**src/rtl/hmc_rf_master_pkg.sv**
```systemverilog
// Shared types for the openHMC register-file command master: FSM state and
// the latched command / captured response records.
package hmc_rf_master_pkg;

  // Field widths of the command/response records; the master's width
  // parameters default to these so the records line up with its ports.
  localparam int RF_AWIDTH = 4;
  localparam int RF_WWIDTH = 64;
  localparam int RF_RWIDTH = 64;

  typedef enum logic [1:0] {
    IDLE  = 2'd0,
    ISSUE = 2'd1,
    WAIT  = 2'd2,
    RESP  = 2'd3
  } rf_state_t;

  typedef struct packed {
    logic                 write;
    logic [RF_AWIDTH-1:0] address;
    logic [RF_WWIDTH-1:0] wdata;
  } rf_cmd_t;

  typedef struct packed {
    logic                 write;
    logic [RF_RWIDTH-1:0] rdata;
    logic                 invalid;
    logic                 timeout;
  } rf_rsp_t;

endpackage

```
**src/rtl/hmc_rf_cmd_master.sv**
```systemverilog
// Single-outstanding register-file initiator: accepts a read/write command,
// strobes the register file once, waits for completion or timeout, returns a response.
module hmc_rf_cmd_master
  import hmc_rf_master_pkg::*;
#(
  parameter int HMC_RF_AWIDTH = RF_AWIDTH,
  parameter int HMC_RF_WWIDTH = RF_WWIDTH,
  parameter int HMC_RF_RWIDTH = RF_RWIDTH,
  parameter int TIMEOUT_LOG   = 8
) (
  input  logic                     clk_hmc,
  input  logic                     res_hmc,
  input  logic                     cmd_valid,
  output logic                     cmd_ready,
  input  logic                     cmd_write,
  input  logic [HMC_RF_AWIDTH-1:0] cmd_address,
  input  logic [HMC_RF_WWIDTH-1:0] cmd_wdata,
  output logic                     rsp_valid,
  input  logic                     rsp_ready,
  output logic                     rsp_write,
  output logic [HMC_RF_RWIDTH-1:0] rsp_rdata,
  output logic                     rsp_invalid,
  output logic                     rsp_timeout,
  output logic [HMC_RF_AWIDTH-1:0] rf_address,
  output logic                     rf_read_en,
  output logic                     rf_write_en,
  output logic [HMC_RF_WWIDTH-1:0] rf_write_data,
  input  logic [HMC_RF_RWIDTH-1:0] rf_read_data,
  input  logic                     rf_invalid_address,
  input  logic                     rf_access_complete,
  output logic                     busy
);

  localparam logic [TIMEOUT_LOG:0] TMO_LIMIT = {1'b1, {TIMEOUT_LOG{1'b0}}};

  rf_state_t              state;
  rf_cmd_t                cmd_p0;
  rf_rsp_t                rsp_p1;
  logic [TIMEOUT_LOG:0]   tmo_cnt;
  logic [TIMEOUT_LOG:0]   tmo_next;

  function automatic rf_rsp_t capture_rsp(input logic                     is_write,
                                          input logic [HMC_RF_RWIDTH-1:0] rdata,
                                          input logic                     invalid);
    rf_rsp_t r;
    r.write   = is_write;
    r.rdata   = is_write ? '0 : rdata;
    r.invalid = invalid;
    r.timeout = 1'b0;
    return r;
  endfunction

  function automatic rf_rsp_t timeout_rsp(input logic is_write);
    rf_rsp_t r;
    r.write   = is_write;
    r.rdata   = '0;
    r.invalid = 1'b0;
    r.timeout = 1'b1;
    return r;
  endfunction

  assign tmo_next = tmo_cnt + 1'b1;

  always_ff @(posedge clk_hmc) begin
    if (res_hmc) begin
      state   <= IDLE;
      cmd_p0  <= '0;
      rsp_p1  <= '0;
      tmo_cnt <= '0;
    end else begin
      case (state)
        IDLE: begin
          if (cmd_valid) begin
            cmd_p0 <= '{write: cmd_write, address: cmd_address, wdata: cmd_wdata};
            state  <= ISSUE;
          end
        end
        // ---- strobe cycle: completion may already arrive here ----
        ISSUE: begin
          tmo_cnt <= '0;
          if (rf_access_complete) begin
            rsp_p1 <= capture_rsp(cmd_p0.write, rf_read_data, rf_invalid_address);
            state  <= RESP;
          end else begin
            state <= WAIT;
          end
        end
        // ---- wait for completion; the counter hits the limit on the abandoning edge ----
        WAIT: begin
          tmo_cnt <= tmo_next;
          if (rf_access_complete) begin
            rsp_p1 <= capture_rsp(cmd_p0.write, rf_read_data, rf_invalid_address);
            state  <= RESP;
          end else if (tmo_next == TMO_LIMIT) begin
            rsp_p1 <= timeout_rsp(cmd_p0.write);
            state  <= RESP;
          end
        end
        // ---- response held until consumed; late completions are ignored ----
        RESP: begin
          if (rsp_ready) state <= IDLE;
        end
        default: state <= IDLE;
      endcase
    end
  end

  // Strobes decode from state plus the latched flag, so both can never be high together.
  assign rf_read_en    = (state == ISSUE) && !cmd_p0.write;
  assign rf_write_en   = (state == ISSUE) &&  cmd_p0.write;
  assign rf_address    = cmd_p0.address;
  assign rf_write_data = cmd_p0.wdata;

  assign cmd_ready   = (state == IDLE);
  assign busy        = (state != IDLE);
  assign rsp_valid   = (state == RESP);
  assign rsp_write   = rsp_p1.write;
  assign rsp_rdata   = rsp_p1.rdata;
  assign rsp_invalid = rsp_p1.invalid;
  assign rsp_timeout = rsp_p1.timeout;

endmodule
```
**config.mk**
```make
export PLATFORM = sky130hd
export DESIGN_NAME = hmc_rf_cmd_master
export DESIGN_NICKNAME = d
export VERILOG_FILES = /design/src/rtl/hmc_rf_master_pkg.sv /design/src/rtl/hmc_rf_cmd_master.sv
export SDC_FILE = /design/constraint.sdc
export NUM_CORES = 1
export LEC_CHECK = 0
export CAP_MARGIN = 10
export CORE_UTILIZATION = 46
export CTS_CLUSTER_DIAMETER = 120
export DETAILED_ROUTE_END_ITERATION = 6
export PLACE_DENSITY = 0.86
export SKIP_CTS_REPAIR_TIMING = 1
export SLEW_MARGIN = 40
export SYNTH_ARGS = -nofsm -noshare
export SYNTH_HDL_FRONTEND = slang
export SYNTH_SLANG_ARGS = --single-unit
export TNS_END_PERCENT = 20
```
**constraint.sdc**
```tcl
create_clock -name clk_hmc -period 5.5 [get_ports clk_hmc]
set_clock_uncertainty 0.05 [all_clocks]
set_input_delay 1.1 -clock clk_hmc [delete_from_list [all_inputs] [get_ports clk_hmc]]
set_output_delay 1.1 -clock clk_hmc [all_outputs]
set_load 0.02 [all_outputs]
```
* Yosys cells after proc, flatten, opt, wreduce, memory -nomap -nowiden *
Index checks and enable logic that the tools add are counted.

word-level totals
  register bits after elaboration = 147
  input port bits = 139
  output and inout port bits = 140

operators by class
  add/sub/neg operators = 1
  equality and inequality tests = 8
  mux-type cells = 12
  reductions and logical operators = 9

operator list
  kind                 count
  $mux 67              3
  $pmux 67 s2          1
  $mux 64              1
  $pmux 9 s2           1
  $add 9x1->9 const B  1
  $eq 9x9->1 const B   1
  $mux 2               4
  $pmux 2 s4           1
  $reduce_and 3->1     2
  $eq 2x2->1 const B   2
  $ne 2x2->1 const B   2
  $reduce_bool 2->1    2
  $ne 3x3->1 const B   1
  $eq 2x1->1 const B   1
  $logic_and 1x1->1    2
  $logic_not 2->1      1
  $ne 2x1->1 const B   1
  $reduce_and 2->1     1
  $logic_not 1->1      1
  $mux 1               1

* Logic depth before layout (Yosys ltp) *
  depth in word-level cells = 5
  gate-level depth with buffers = 10
  mapped depth without buffers = 7

* Worst setup path before layout *
No wires, ideal clock.

  kind = register to register
  start point = register tmo_cnt[0]
  end point = register rsp_p1 (netlist bit rsp_rdata[13])
  setup time = 0.072 ns
  arrival time = 2.253 ns
  data required time = 5.378 ns
  path slack = 3.125 ns
  cell stages (with the launch flop) = 10
  path buffers = 3
  path through = dfxtp_1 ha_1 nand3_2 or4_1 and3_1 buf_6 o21ai_4 buf_8 buf_12 mux2i_1

between the ends
  longest elaborated chain between the ends = 4

RTL lines
  element                     line                     source
  from (decl)                 hmc_rf_cmd_master.sv:39  logic [TIMEOUT_LOG:0] tmo_cnt;
  from (signal assigned)      hmc_rf_cmd_master.sv:90  tmo_cnt <= tmo_next;
  $add 9x1->9                 hmc_rf_cmd_master.sv:62  assign tmo_next = tmo_cnt + 1'b1;
  $eq 9x9->1                  hmc_rf_cmd_master.sv:94  end else if (tmo_next == TMO_LIMIT) begin
  $ne 3x3->1 (no line)        n/a
  $reduce_and 3->1 (no line)  n/a
  to (signal assigned)        hmc_rf_cmd_master.sv:82  rsp_p1 <= capture_rsp(cmd_p0.write, rf_read_data, rf_invalid_address);
  to (signal assigned)        hmc_rf_cmd_master.sv:92  rsp_p1 <= capture_rsp(cmd_p0.write, rf_read_data, rf_invalid_address);
  to (signal assigned)        hmc_rf_cmd_master.sv:95  rsp_p1 <= timeout_rsp(cmd_p0.write);
  to (decl)                   hmc_rf_cmd_master.sv:38  rf_rsp_t rsp_p1;

Every way passes these cells.
A chain may end at the register's enable or synchronous reset.

* Final worst setup path *
  start point = register state[0]
  end point = output busy

between the ends
  longest elaborated chain between the ends = 1

RTL lines
  element                 line                      source
  from (decl)             hmc_rf_cmd_master.sv:36   rf_state_t state;
  from (signal assigned)  hmc_rf_cmd_master.sv:66   state <= IDLE;
  from (signal assigned)  hmc_rf_cmd_master.sv:75   state <= ISSUE;
  from (signal assigned)  hmc_rf_cmd_master.sv:83   state <= RESP;
  $reduce_bool 2->1       hmc_rf_cmd_master.sv:115  assign busy = (state != IDLE);
  to (decl)               hmc_rf_cmd_master.sv:31   output logic busy

Every way passes these cells.

==> impl_metrics.tcl <==
set metrics [dict create \
    area_delta_synth_final_pct 44.2 \
    clk_pin_slew_ns 0.06 \
    whs_path_depth 2 \
    min_period_over_period_pct 60.7 \
    post_drt_wl_per_cell_um 15.0 \
    synth.yosys.warnings 0 \
    fin_worst_hold_slack_ns 0.401 \
    cap_viol_max_count 0 \
    report.final.hold_viol_count 0 \
    boundaryPins 279 \
    outcome "finished clean" \
    detail_route_antenna_nets 0 \
    all_layer_gr_usage_pct 23.2 \
    relative_max_transition_margin_pct 46.9 \
    worst_r2r_path_depth 7 \
    vdd_drop_max_mv 0.354 \
    detail_route.drc_violations 0 \
    cp_common_cell "sky130_fd_sc_hd__inv_1" \
    startpoint "state[0]$_SDFFE_PP0P_" \
    r2r-end "rsp_rdata[55]$_SDFFE_PP0P_" \
    report.power.total_uw 4100 \
    buffer_ports.inserted 278 \
    synthesis.area_per_instance_um2 8.49 \
    max_freq_mhz 300 \
    die-area_um2 14700 \
    cts_htree_levels 4 \
    timing.critical_path.from_type "flip-flop" \
    tritoncts "built" \
    setup.worst_path.end_class "output port" \
    endpoint_with_the_worst_hold_slack "rf_write_data[21]$_SDFFE_PP0P_" \
    r2r_setup_slack_ns 2.40 \
    clockRootBuffer "sky130_fd_sc_hd__clkbuf_16" \
    grt_setup_unrepaired "no" \
    crit_path_max_fanout 6 \
    largest_net_degree_at_the_start_of_global_routing 95 \
    first_pass_iters 7 \
    gr-total-overflow 0 \
    start_util_pct 47.3 \
    route.detailed.vias_per_inst 4.92 \
    worst-slew-pin-transition_ns 0.797 \
    dpl-instance-area_um2 8840 \
    worst_ep_required_time_ns 4.35 \
    nets_final 1106 \
    number_of_antenna_violations_at_the_first_check_in_global_routing 0 \
    grt_first_pass_wirelength_mm 26.6 \
    cts.path.max_buffers 2 \
    critPathArrivalTime_ns 2.19 \
    timing_max_transition_violations_final 0 \
    synth.yosys.seq_area_share_pct 44.9 \
    mappedNetlistArea_um2 6560 \
    n_antenna_cell 0 \
    synthTopCellsByCount "sky130_fd_sc_hd__nand2_1, sky130_fd_sc_hd__dfxtp_1, sky130_fd_sc_hd__a21oi_1" \
    clk-insertion-delay-late_ns 0.42 \
    fin_crit_ns 3.34 \
    worst_path_dominant_cell_family "buffers and inverters" \
    synth_top_area_share_pct 44.9 \
    core.rowCount 43 \
    fin_tns_setup_ns 0 \
    critical_path.slowest_cell "sky130_fd_sc_hd__clkdlybuf4s50_1" \
    number_of_fill_cells 1094 \
    critical_path_max_stage_delay_ns 0.68 \
    synthesis.instances 773 \
    synth_top_cell_by_area "sky130_fd_sc_hd__dfxtp_1" \
    die-width_um 121 \
    detailedRoute.firstIterationViolations 316 \
    design_area_um2 9460 \
    edff_count_synth 0 \
    worstHoldPathType "reg -> reg" \
    most_common_cell_in_the_synthesized_netlist "sky130_fd_sc_hd__nand2_1" \
    timing.hold.worst.start "rf_write_data[21]$_SDFFE_PP0P_" \
    post_synth_num_cell_types 41 \
    route.vias.total 5673 \
    synth_area_leaders "sky130_fd_sc_hd__dfxtp_1, sky130_fd_sc_hd__nand2_1, sky130_fd_sc_hd__mux2i_1" \
    cts_buffers 17 \
    power_density_nw_per_um2 434 \
    wl_mm 17.3 \
    cellLeakagePower_uw 0.00345 \
    crit-reg2reg-launch "tmo_cnt[0]$_SDFFE_PP0P_" \
    synthesis.nets 918 \
    timing_worst_setup_path_type "reg -> out" \
    vias_in_the_first_global_route 5394 \
    finalWeightedCongestion 0.852 \
    crit_path_cell_trace "inv_1 > ha_1 > inv_1 > clkdlybuf4s50_1" \
    path_buf_inv 3 \
    yosys_most_used_dff "sky130_fd_sc_hd__dfxtp_1" \
    clkSinkCount 147 \
    core_area_um2 13900 \
    async_reset_ff_share_pct 0 \
    setup_viol 0 \
    finish.utilization_pct 68.2 \
    ys_seq_elements 147 \
    die_height_um 121 \
    post_route_cells_drive_above_1_share_pct 4.62 \
    dpl.hpwl_mm 12.0 \
]
## worst max-delay path by stage
stage	endpoint	depth (start not counted)
CTS	busy	4
floorplan	rsp_rdata[13]$_SDFFE_PP0P_	9
global route	busy	4
finish	busy	4
detailed placement	rsp_rdata[62]$_SDFFE_PP0P_	6
global placement	rsp_rdata[20]$_SDFFE_PP0P_	5
## worst reg2reg max path, cell delays in order (launching register included)
cell,delay (ns)
sky130_fd_sc_hd__dfxtp_1,0.48
sky130_fd_sc_hd__ha_1,0.30
sky130_fd_sc_hd__nand3_2,0.18
sky130_fd_sc_hd__or4_1,0.55
sky130_fd_sc_hd__and3_1,0.31
sky130_fd_sc_hd__o21ai_4,0.18
sky130_fd_sc_hd__buf_6,0.60
sky130_fd_sc_hd__mux2i_1,0.37
## per-stage QoR
| step | std cells | setup slack, ns |
|---|---|---|
| after floorplan | 773 | 3.13 |
| after global placement | 1120 | 2.29 |
| after detailed placement | 1121 | 2.43 |
| after CTS | 1153 | 2.14 |
| after global routing | 1154 | 2.08 |
| final | 1154 | 2.16 |
## layout make-up
class | count | area (um2) | share of cell area [%]
Tap cell | 180 | 225 | 2.38
Multi-Input combinational cell | 503 | 2810 | 29.7
Timing Repair Buffer | 285 | 2860 | 30.2
Sequential cell | 147 | 2940 | 31.1
Clock inverter | 13 | 149 | 1.57
Clock buffer | 19 | 453 | 4.79
Inverter | 7 | 26.3 | 0.278
## routing by layer
metal / wire length (um) / vias to the layer above / track usage [%]
li1: - / 2831 / -
met1: 7030 / 2628 / 26.5
met2: 8910 / 176 / 40.7
met3: 872 / 38 / 5.17
met4: 472 / 0 / 11.0
met5: 0 / - / 0
## flip-flops by register name, summed over array words and instances (netlist names)
signal,cells
cmd_p0,1
rsp_invalid,1
tmo_cnt,9
rsp_rdata,64
state,2
rsp_write,1
rf_write_data,64
rf_address,4
rsp_timeout,1
## layout by cell type, fill, tap and decap left out, drive strengths merged, types with 2 or more instances in the layout
cell type      Yosys  routed
mux2i             66      66
o211ai             2       2
clkbuf            38      19
nor4               3       3
clkinv             0       4
o21a               3       3
or4                4       4
bufinv             0       2
dfxtp            147     147
a21oi             82      82
o21ai             10      10
nor2              14      14
nand3              4       4
nand2            214     214
nor2b              2       2
nor3b              3       3
o2111ai            2       2
nand4              3       3
buf               78       8
clkinvlp           0       3
ha                 6       6
clkdlybuf4s50      0     277
nor3               2       2
inv                7      11
nand2b            69      69
## cells by family after synthesis
logic type	share of synthesized area (%)
XOR/XNOR	0.134
buffers and inverters	12.5
adder cells (fa/ha/maj)	1.14
multiplexers	10.1
flip-flops	44.9
AND/OR/NAND/NOR	22.7
AO/OA/AOI/OAI	8.60
## power by group
part | total (uW) | leakage (uW) | switching (uW) | internal, uW
clock | 1160 | 0.000287 | 464 | 698
sequential | 1380 | 0.00120 | 110 | 1270
combinational | 1570 | 0.00196 | 869 | 697
No activity file was read; power rests on OpenSTA's default activity.
